--- src/rtl/dpi_pkg.sv ---
// Shared widths, FSM encoding and pipeline-gap minimums for the DPI front-end sequencer.
package dpi_pkg;

  localparam int STREAM_ID_W = 6;
  localparam int NUM_STREAMS = 64;
  localparam int FLOW_KEY_W  = 32;
  localparam int CHAR_W      = 8;

  localparam int DPI_MIN_LOAD_GAP = 2;
  localparam int DPI_MIN_DRAIN    = 4;

  typedef enum logic [2:0] {
    ST_IDLE,
    ST_LOOKUP,
    ST_LOAD,
    ST_GAP,
    ST_STREAM,
    ST_DRAIN,
    ST_EOP
  } seq_state_e;

  // A too-small gap would let bytes reach the DFA before the restored state does.
  function automatic int dpi_at_least(input int value, input int floor_value);
    return (value < floor_value) ? floor_value : value;
  endfunction

endpackage

--- src/rtl/dpi_flow_table.sv ---
// 64-entry flow key table: parallel compare with lowest-index priority, round-robin allocation.
module dpi_flow_table
  import dpi_pkg::*;
(
  input  logic                   clk,
  input  logic                   rst,
  input  logic                   lookup_req_i,
  input  logic [FLOW_KEY_W-1:0]  lookup_key_i,
  output logic                   hit_o,
  output logic [STREAM_ID_W-1:0] hit_idx_o,
  input  logic                   alloc_i,
  output logic [STREAM_ID_W-1:0] alloc_idx_o
);

  logic [NUM_STREAMS-1:0] valid_q;
  logic [FLOW_KEY_W-1:0]  keys_q [NUM_STREAMS];
  logic [STREAM_ID_W-1:0] alloc_ptr_q;
  logic [NUM_STREAMS-1:0] match;

  generate
    for (genvar gi = 0; gi < NUM_STREAMS; gi++) begin : g_cmp
      assign match[gi] = valid_q[gi] & (keys_q[gi] == lookup_key_i);
    end
  endgenerate

  always_comb begin
    hit_idx_o = '0;
    for (int i = NUM_STREAMS - 1; i >= 0; i--) begin
      if (match[i]) hit_idx_o = STREAM_ID_W'(i);
    end
  end

  assign hit_o       = lookup_req_i & (|match);
  assign alloc_idx_o = alloc_ptr_q;

  // Pointer is exactly 6 bits wide, so 63 -> 0 wraps for free.
  always_ff @(posedge clk) begin
    if (rst) begin
      valid_q     <= '0;
      alloc_ptr_q <= '0;
    end else if (alloc_i) begin
      valid_q[alloc_ptr_q] <= 1'b1;
      alloc_ptr_q          <= alloc_ptr_q + 1'b1;
    end
  end

  always_ff @(posedge clk) begin
    if (alloc_i) keys_q[alloc_ptr_q] <= lookup_key_i;
  end

endmodule

--- src/rtl/dpi_stream_sequencer.sv ---
// Packet front-end: maps flows to stream ids and sequences load/gap/bytes/drain/eop to the matchers.
module dpi_stream_sequencer
  import dpi_pkg::*;
#(
  parameter int LOAD_GAP = 2,
  parameter int DRAIN    = 4
) (
  input  logic                   clk,
  input  logic                   rst,
  input  logic [CHAR_W-1:0]      pkt_data,
  input  logic                   pkt_vld,
  input  logic                   pkt_sop,
  input  logic                   pkt_eop,
  input  logic [FLOW_KEY_W-1:0]  pkt_flow_key,
  output logic                   pkt_rdy,
  input  logic [NUM_STREAMS-1:0] cfg_enable_mask,
  output logic [CHAR_W-1:0]      char_in,
  output logic                   char_in_vld,
  output logic                   load_state,
  output logic                   new_stream_id,
  output logic [STREAM_ID_W-1:0] stream_id,
  output logic                   enable,
  output logic                   eop,
  output logic [31:0]            pkt_count,
  output logic [15:0]            new_flow_count,
  output logic [15:0]            drop_count
);

  localparam int          GAP_N      = dpi_at_least(LOAD_GAP, DPI_MIN_LOAD_GAP);
  localparam int          DRAIN_N    = dpi_at_least(DRAIN, DPI_MIN_DRAIN);
  localparam logic [15:0] GAP_LAST   = 16'(GAP_N - 1);
  localparam logic [15:0] DRAIN_LAST = 16'(DRAIN_N - 1);

  seq_state_e state_q, state_d;
  logic [15:0] cnt_q, cnt_d;
  logic [FLOW_KEY_W-1:0] key_q;
  logic [STREAM_ID_W-1:0] sid_q;
  logic new_q, en_q;
  logic [31:0] pkt_count_q;
  logic [15:0] new_flow_count_q, drop_count_q;

  logic lookup_req, tbl_hit, tbl_alloc;
  logic [STREAM_ID_W-1:0] hit_idx, alloc_idx, sel_idx;

  dpi_flow_table u_flow_table (
    .clk          (clk),
    .rst          (rst),
    .lookup_req_i (lookup_req),
    .lookup_key_i (key_q),
    .hit_o        (tbl_hit),
    .hit_idx_o    (hit_idx),
    .alloc_i      (tbl_alloc),
    .alloc_idx_o  (alloc_idx)
  );

  assign lookup_req = (state_q == ST_LOOKUP);
  assign sel_idx    = tbl_hit ? hit_idx : alloc_idx;

  always_comb begin
    state_d     = state_q;
    cnt_d       = cnt_q;
    pkt_rdy     = 1'b0;
    char_in     = '0;
    char_in_vld = 1'b0;
    load_state  = 1'b0;
    eop         = 1'b0;
    tbl_alloc   = 1'b0;
    case (state_q)
      ST_IDLE: begin
        // The sop beat is left on the bus; it becomes the first byte in STREAM.
        pkt_rdy = pkt_vld & ~pkt_sop;
        if (pkt_vld && pkt_sop) state_d = ST_LOOKUP;
      end
      ST_LOOKUP: begin
        tbl_alloc = ~tbl_hit;
        state_d   = ST_LOAD;
      end
      ST_LOAD: begin
        load_state = 1'b1;
        cnt_d      = '0;
        state_d    = ST_GAP;
      end
      ST_GAP: begin
        if (cnt_q == GAP_LAST) state_d = ST_STREAM;
        else                   cnt_d   = cnt_q + 16'd1;
      end
      ST_STREAM: begin
        pkt_rdy = 1'b1;
        if (pkt_vld) begin
          char_in     = pkt_data;
          char_in_vld = 1'b1;
          if (pkt_eop) begin
            cnt_d   = '0;
            state_d = ST_DRAIN;
          end
        end
      end
      ST_DRAIN: begin
        if (cnt_q == DRAIN_LAST) state_d = ST_EOP;
        else                     cnt_d   = cnt_q + 16'd1;
      end
      ST_EOP: begin
        eop     = 1'b1;
        state_d = ST_IDLE;
      end
      default: state_d = ST_IDLE;
    endcase
  end

  always_ff @(posedge clk) begin
    if (rst) begin
      state_q          <= ST_IDLE;
      cnt_q            <= '0;
      key_q            <= '0;
      sid_q            <= '0;
      new_q            <= 1'b0;
      en_q             <= 1'b0;
      pkt_count_q      <= '0;
      new_flow_count_q <= '0;
      drop_count_q     <= '0;
    end else begin
      state_q <= state_d;
      cnt_q   <= cnt_d;
      if (state_q == ST_IDLE && pkt_vld && pkt_sop) key_q <= pkt_flow_key;
      if (state_q == ST_LOOKUP) begin
        sid_q <= sel_idx;
        new_q <= ~tbl_hit;
        en_q  <= cfg_enable_mask[sel_idx];
        if (!tbl_hit && new_flow_count_q != 16'hFFFF) new_flow_count_q <= new_flow_count_q + 16'd1;
      end
      if (state_q == ST_IDLE && pkt_vld && !pkt_sop && drop_count_q != 16'hFFFF)
        drop_count_q <= drop_count_q + 16'd1;
      if (state_q == ST_EOP && pkt_count_q != 32'hFFFF_FFFF)
        pkt_count_q <= pkt_count_q + 32'd1;
    end
  end

  assign stream_id      = sid_q;
  assign new_stream_id  = new_q;
  assign enable         = en_q;
  assign pkt_count      = pkt_count_q;
  assign new_flow_count = new_flow_count_q;
  assign drop_count     = drop_count_q;

endmodule

--- config.mk ---
export PLATFORM = sky130hd
export DESIGN_NAME = dpi_stream_sequencer
export DESIGN_NICKNAME = d
export VERILOG_FILES = /design/src/rtl/dpi_pkg.sv /design/src/rtl/dpi_flow_table.sv /design/src/rtl/dpi_stream_sequencer.sv
export SDC_FILE = /design/constraint.sdc
export NUM_CORES = 2
export LEC_CHECK = 0
export CAP_MARGIN = 20
export CORE_MARGIN = 2
export CORE_UTILIZATION = 40
export CTS_BUF_LIST = sky130_fd_sc_hd__clkbuf_4 sky130_fd_sc_hd__clkbuf_8
export DETAILED_ROUTE_END_ITERATION = 16
export DONT_BUFFER_PORTS = 1
export PLACE_DENSITY = 0.61
export SYNTH_ARGS = -nofsm -noshare
export SYNTH_HDL_FRONTEND = slang
export SYNTH_HIERARCHICAL = 1
export SYNTH_SLANG_ARGS = --single-unit
export TNS_END_PERCENT = 100
--- constraint.sdc ---
create_clock -name clk -period 8.8 [get_ports clk]
set_input_delay 0.44 -clock clk [delete_from_list [all_inputs] [get_ports clk]]
set_output_delay 0.44 -clock clk [all_outputs]
set_load 0.01 [all_outputs]
======== After elaboration in Yosys (flattened, before gate mapping) ========
Memory sizes are Yosys's and may differ from the RTL's.
Cells that the tools add are included.
word-level totals
  register bits ........................... 193
  memory bits (writable) .................. 2048
  input port bits ......................... 109
  memories ................................ 1
memories
  name                 words  bits a word  rd ports  clocked after memory_dff  write ports  line                  RTL
  u_flow_table.keys_q  64     32           64        0                         1            dpi_flow_table.sv:16  logic [FLOW_KEY_W-1:0] keys_q [NUM_STREAMS];
operators by class
  add/sub/neg operators ................... 5
  magnitude comparators ................... 3
  equal/unequal tests ..................... 82
  muxes and demuxes ....................... 90
  bitwise gates (word level) .............. 69
  reductions and logical operators ........ 16
operators by type and width
  kind                     number
  $eq A32 B32 Y1           64
  $mux W6                  65
  $and A1 B1 Y1            66
  $mux W16                 4
  $or A64 B64 Y64          1
  $pmux W16 S4             1
  $reduce_or A64 Y1        1
  $add A16 B1 Y16 const B  3
  $add A32 B1 Y32 const B  1
  $ne A16 B16 Y1 const B   2
  $ne A32 B32 Y1 const B   1
  $pmux W3 S6              1
  $eq A16 B1 Y1 const B    1
  $eq A16 B2 Y1 const B    1
  $mux W8                  2
  $mux W3                  5
  $lt A6 B7 Y1 const B     2
  $ne A2 B2 Y1 const B     7
  $reduce_and A5 Y1        2
  $eq A3 B3 Y1 const B     3
  $mux W1                  9
  $logic_and A1 B1 Y1      8
  $add A6 B1 Y6 const B    1
  $bmux W1 S6              1
  other kinds (10)         13

======== Depth between registers and ports, before layout ========
  word-level depth ........................ 69
  depth in mapped cells ................... 23
  gate-level depth less buffers ........... 18

======== Cells and area by module ========
The synthesis kept the hierarchy.
modules (own cells, without submodules)
  module                instances  cells each  area an instance (um^2)
  dpi_flow_table        1          5519        88537.4
  dpi_stream_sequencer  1          758         6283.5

======== Least setup slack after synthesis ========
Ideal clock, no wire load.
  kind .................................... register -> register
  from .................................... register key_q[3]
  to ...................................... memory u_flow_table.keys_q[41][0] (enable)
  setup time .............................. 0.463 ns
  arrival ................................. 6.723 ns
  required time ........................... 8.337 ns
  setup slack ............................. 1.614 ns
  cell stages (with the launch flop) ...... 20
  path buffers ............................ 6
  period minus slack after synthesis ...... 7.186 ns
  path through ............................ dfxtp_1 buf_2 buf_4 buf_2 buf_2 xor2_1 nor3_1 nand3_1 o41ai_1 or2_1 nor2_1 and2_1 nand4_1 o21a_1 buf_6 nor4b_4 clkbuf_1 and4b_1 nand2_1 nor3_1
on the way
  word-level cells in the longest chain between the ends .. 8
  elaborated cells between the ends (all ways) .. 134
  those cells by class .................... 64 x eq/ne; 3 x mux; 66 x bitwise; 1 x reduce/logical
RTL lines
  item                             line                         RTL
  start, declared                  dpi_stream_sequencer.sv:36   logic [FLOW_KEY_W-1:0] key_q;
  start signal, assigned           dpi_stream_sequencer.sv:124  if (state_q == ST_IDLE && pkt_vld && pkt_sop) key_q <= pkt_flow_key;
  $eq A32 B32 Y1                   dpi_flow_table.sv:22         assign match[gi] = valid_q[gi] & (keys_q[gi] == lookup_key_i);
  $and A1 B1 Y1                    dpi_flow_table.sv:22
  $reduce_or A64 Y1 *              dpi_flow_table.sv:33         assign hit_o = lookup_req_i & (|match);
  $and A1 B1 Y1 *                  dpi_flow_table.sv:33
  named net tbl_hit                dpi_stream_sequencer.sv:42   logic lookup_req, tbl_hit, tbl_alloc;
  $not A1 Y1 *                     dpi_stream_sequencer.sv:75   tbl_alloc = ~tbl_hit;
  $mux W1 *                        dpi_stream_sequencer.sv:68   case (state_q)
  named net tbl_alloc              dpi_stream_sequencer.sv:42
  $mux W1 *                        dpi_flow_table.sv:48         if (alloc_i) keys_q[alloc_ptr_q] <= lookup_key_i;
  $mux W1 (implied by the code) *  dpi_flow_table.sv:48
  end, declared                    dpi_flow_table.sv:16
The timed path passes the listed nets; every way through them passes the cells marked *.

======== Worst setup path in the final report ========
  from .................................... register key_q[11]
  to ...................................... register en_q, in the netlist enable
on the way
  word-level cells in the longest chain between the ends .. 69
  elaborated cells between the ends (all ways) .. 197
  those cells by class .................... 64 x eq/ne; 67 x mux; 65 x bitwise; 1 x reduce/logical
RTL lines
  item                             line                         RTL
  $eq A32 B32 Y1                   dpi_flow_table.sv:22
  $and A1 B1 Y1                    dpi_flow_table.sv:22
  $mux W6 (63 in a row)            dpi_flow_table.sv:29         if (match[i]) hit_idx_o = STREAM_ID_W'(i);
  $mux W6 *                        dpi_flow_table.sv:29
  named net hit_idx[2]             dpi_stream_sequencer.sv:43   logic [STREAM_ID_W-1:0] hit_idx, alloc_idx, sel_idx;
  $mux W6 *                        dpi_stream_sequencer.sv:57   assign sel_idx = tbl_hit ? hit_idx : alloc_idx;
  $bmux W1 S6 *                    dpi_stream_sequencer.sv:128  en_q <= cfg_enable_mask[sel_idx];
  $mux W1 (implied by the code) *  dpi_stream_sequencer.sv:128
  end signal, assigned             dpi_stream_sequencer.sv:128
  end, declared                    dpi_stream_sequencer.sv:38   logic new_q, en_q;
The timed path passes the listed nets; every way through them passes the cells marked *. The select of a mux whose other input is x is not followed.
A chain may end at the register's enable or synchronous reset.

==> key figures <==
Layout
  • Final #Nets: between 6000 and 7000
  • Final cell count without fillers: 10100
  • Area delta synth->final: 13.8%
  • Design area: approximately 110000 sq um
  • Share of cells above drive strength 1: ~14%
  • Fill cell count: between 20000 and 25000
  • Post-layout util: 45.9%

Clock tree
  • CTS buffer count: 378
  • CTS tree: yes
  • Clk pin slew, worst setup/hold paths: approximately 0.060 ns
  • H-tree levels: 5
  • Sink Count: 2241
  • Clk_lat worst skew: between 1 and 1.5 ns
  • Setup bufs post-CTS: 0
  • Max Root-Sink Buffers: 4
  • CTS root buf: clkbuf_8

Global route
  • Largest net degree at the start of global routing: 186
  • Gr usage total: 20.5%
  • Vias in the first global route: about 54000
  • First-pass GRT wire length: about 370000 microns
  • Initial antenna violation count: 9
  • Grt total ovfl: 0

Detailed routing
  • DR vias/cell: around 5.3
  • Total vias in the final route: between 50000 and 60000
  • Iter 0 DRT Violations: around 4700
  • Drt pass-1 iters: 7
  • Post-route antenna net violation count: 0
  • Routed length per placed instance: 24.9 microns
  • WL final: around 250000 microns
  • Drc violations: 0

Logic synthesis
  • Syn Inst Count: ~6300
  • Sequential share of the synthesized area: slightly below 70%
  • Syn avg cell area: roughly 15 sq um
  • Yosys top cell area share: between 60% and 70%
  • Post-synthesis cell type count: 82
  • Top_reg_cell synth: edfxtp_1
  • Post-synth EDFFs: 2048
  • Synth async-reset ratio: 0%
  • Syn nets: roughly 6400
  • Synth area leaders: edfxtp_1, xnor2_1, xor2_1
  • Yosys Warn Count: 6
  • Cell accounting for the most synthesized area: edfxtp_1
  • Mapped Area: around 95000 sq um
  • FF+latch count, synth: roughly 2200

Floorplan
  • Die Height: between 400 and 500 microns
  • Initial core utilization: around two fifths
  • Total die area: between 200000 and 250000 sq um
  • # IOs: 193
  • DIE WIDTH: around 490 microns
  • Std cell rows: around 180
  • Core ar.: 235000 sq um

Run
  • Maxcap violations: 0

Worst setup path
  • Register-to-Register Path Depth: 21
  • CP required: 9.71 ns
  • Worst r2r src: key_q[11]
  • Worst R2R Setup Slack: 0.68 ns
  • Worst Path Max Fanout: 40
  • Setup CP Type: flip-flop to flip-flop
  • Setup crit end kind: flip-flop
  • Crit path arrival time: ~9 ns
  • Reg2reg end: enable
  • Startpoint types: flip-flop

Outcome
  • Failing checks: hold timing
  • Status: complete, but fails checks

Placed design
  • Routability congestion estimate: roughly 0.86
  • Post-DP Area: about 100000 sq um
  • Placed insts: approximately 9400
  • I/O Buffers: 0
  • Dpl hpwl: between 100000 and 150000 microns

Worst hold path
  • Hold Crit Start: rst
  • Class of the worst hold path: input pin to flip-flop
  • Hold Path Stages: 2
  • WHS Endpoint: pkt_count[9]

Timing
  • Fin. max-slew vios: 0
  • Worst Clk Skew: 0.117 ns
  • Final Hold Vio Count: 15
  • Peak Freq: ~0.12 GHz
  • Final hold slack: -0.0972 ns
  • Worst-margin pin slew: approximately 1.4 ns
  • Tmin final: 8.12 ns
  • Final setup fails: 0
  • RSZ-0062 raised after global routing: false
  • Worst rel slew slack: 8.57%
  • Final Cycle Share: about 90%
  • Setup TNS: 0 ns

Power
  • Largest vdd supply drop: between 0.0001 and 0.00015 V
  • Power Density: about 210 nW/um^2
  • Total power draw: between 20 and 25 mW
  • P_leak: ~34 nW
synth_stat cells (all sizes together) (3+ instances only):
master and count:
clkbuf 45, xnor2 1623, inv 45, or4 53
or2 4, o21bai 3, mux2 5, and2 21
o21a 3, ha 6, nor3 40, nor2 303
mux2i 20, a22o 5, o21ai 43, and4 10
mux4 8, or3 16, nand2b 9, clkinv 3
nor2b 10, xor2 476, nor3b 7, a31oi 9
dfxtp 193, a211oi 16, a21oi 65, a41oi 3
nand4 438, buf 232, a2111oi 5, nor4 176
and3 14, o2111ai 4, o2111a 3, edfxtp 2048
nand3 117, nand2 159, o22ai 5
flip-flops by register name (all words and copies together), names as in the netlist:
register                  cells
cnt_q                        16
drop_count                   16
new_stream_id                 1
u_flow_table/alloc_idx_o      6
stream_id                     6
u_flow_table/valid_q         64
pkt_count                    32
u_flow_table/keys_q        2048
state_q                       3
new_flow_count               16
enable                        1
key_q                        32
what timing repair did:
action | 4_1_cts | 5_1_grt
resized for setup | 0 | 0
endpoints found under the hold margin | 193 | 0
hold buffers | 86 | 0
per-layer routing:
layer / wire length, microns / part of all wire (%) / vias up / global-route usage [%]
li1: - / - / 23700 / -
met1: 112000 / 44 / 27600 / 28.5
met2: 119000 / 47 / 1688 / 33.2
met3: 14400 / 5.7 / 456 / 3.19
met4: 6950 / 2.8 / 0 / 6.36
met5: 0 / 0 / - / 0
where the power goes:
group / switching (mW) / internal, mW / total (mW)
sequential: 0.157 / 11.7 / 11.8
clock: 4.12 / 5.05 / 9.16
combinational: 0.800 / 0.465 / 1.27
area by class of cell:
cell class | instances | area (sq um) | share of cell area, %
diodes | 11 | 27.5 | 0.0255
clock buffers | 564 | 6820 | 6.32
clock inverters | 109 | 589 | 0.546
inverters | 48 | 180 | 0.167
multi-input cells | 3711 | 27900 | 25.8
flip-flops and latches | 2241 | 65500 | 60.7
well taps | 3150 | 3940 | 3.65
repair buffers | 298 | 3050 | 2.82
worst max path at each step:
stage                         start                          to  slack (ns)  depth (start not counted)
final                     key_q[11]                      enable        0.68                         21
after CTS                 key_q[11]                      enable        0.75                         21
after floorplan            key_q[3]  u_flow_table/keys_q[41][0]        1.61                         19
after detailed placement   key_q[0]  u_flow_table/keys_q[8][19]        2.18                         17
after global routing      key_q[11]                      enable        0.27                         21
after global placement    key_q[15]  u_flow_table/keys_q[53][8]        2.04                         16
cells in the final DEF, fill, tap and decap left out, types with 38 or more instances in the layout:
| cell | netlist | routed |
|---|---|---|
| inv_1 | 45 | 45 |
| clkinv_1 | 3 | 63 |
| clkbuf_4 | 0 | 151 |
| buf_12 | 0 | 45 |
| edfxtp_1 | 2048 | 2048 |
| nor2_2 | 0 | 51 |
| a21oi_1 | 65 | 65 |
| buf_4 | 45 | 164 |
| dlygate4sd3_1 | 0 | 85 |
| nor2_1 | 303 | 241 |
| nor4_1 | 174 | 174 |
| nand3_1 | 117 | 117 |
| nand4_1 | 437 | 437 |
| xor2_1 | 476 | 476 |
| dfxtp_1 | 193 | 161 |
| nand2_1 | 159 | 159 |
| clkbuf_8 | 0 | 413 |
| xnor2_1 | 1623 | 1623 |
| clkinv_2 | 0 | 38 |
| or4_1 | 51 | 51 |
kinds of logic (layout without fill, tap and decap cells):
kind of cell / count (synthesis) / count (layout) / synth area share [%]
flip-flops: 2241 / 2241 / 68.9
XOR/XNOR: 2099 / 2099 / 19.4
adder cells (fa/ha/maj): 6 / 6 / 0.0792
AO/OA/AOI/OAI: 185 / 185 / 1.24
AND/OR/NAND/NOR: 1388 / 1388 / 7.96
other: 0 / 11 / 0
buffers and inverters: 325 / 1019 / 1.92
multiplexers: 33 / 33 / 0.480
worst max-delay path, stage by stage, from the launching register on:
cell and delay, ns:
dfxtp_4 0.91, buf_4 0.53, xnor2_1 0.17, nand4_1 0.12, nor4_1 0.51, nand4_1 0.17
or4_1 0.79, nand4_1 0.19, o21bai_1 0.09, a31oi_1 0.40, o41ai_1 0.11, a21oi_1 0.81
nand3_1 0.19, o21ai_0 0.27, nand3_1 0.12, dlygate4sd3_1 0.59, nand4_1 0.07, dlygate4sd3_1 0.55
o32a_1 0.12, dlygate4sd3_1 0.56, a31oi_1 0.07, dlygate4sd3_1 0.56
per-stage QoR:
stage          hold slack, ns  setup slack [ns]
2_1_floorplan           0.432              1.61
6_report              -0.0972             0.683
3_3_place_gp            0.443              2.04
5_1_grt               0.00317             0.271
4_1_cts               0.00520             0.752
3_5_place_dp            0.453              2.18
(Power assumes the default switching activity.)
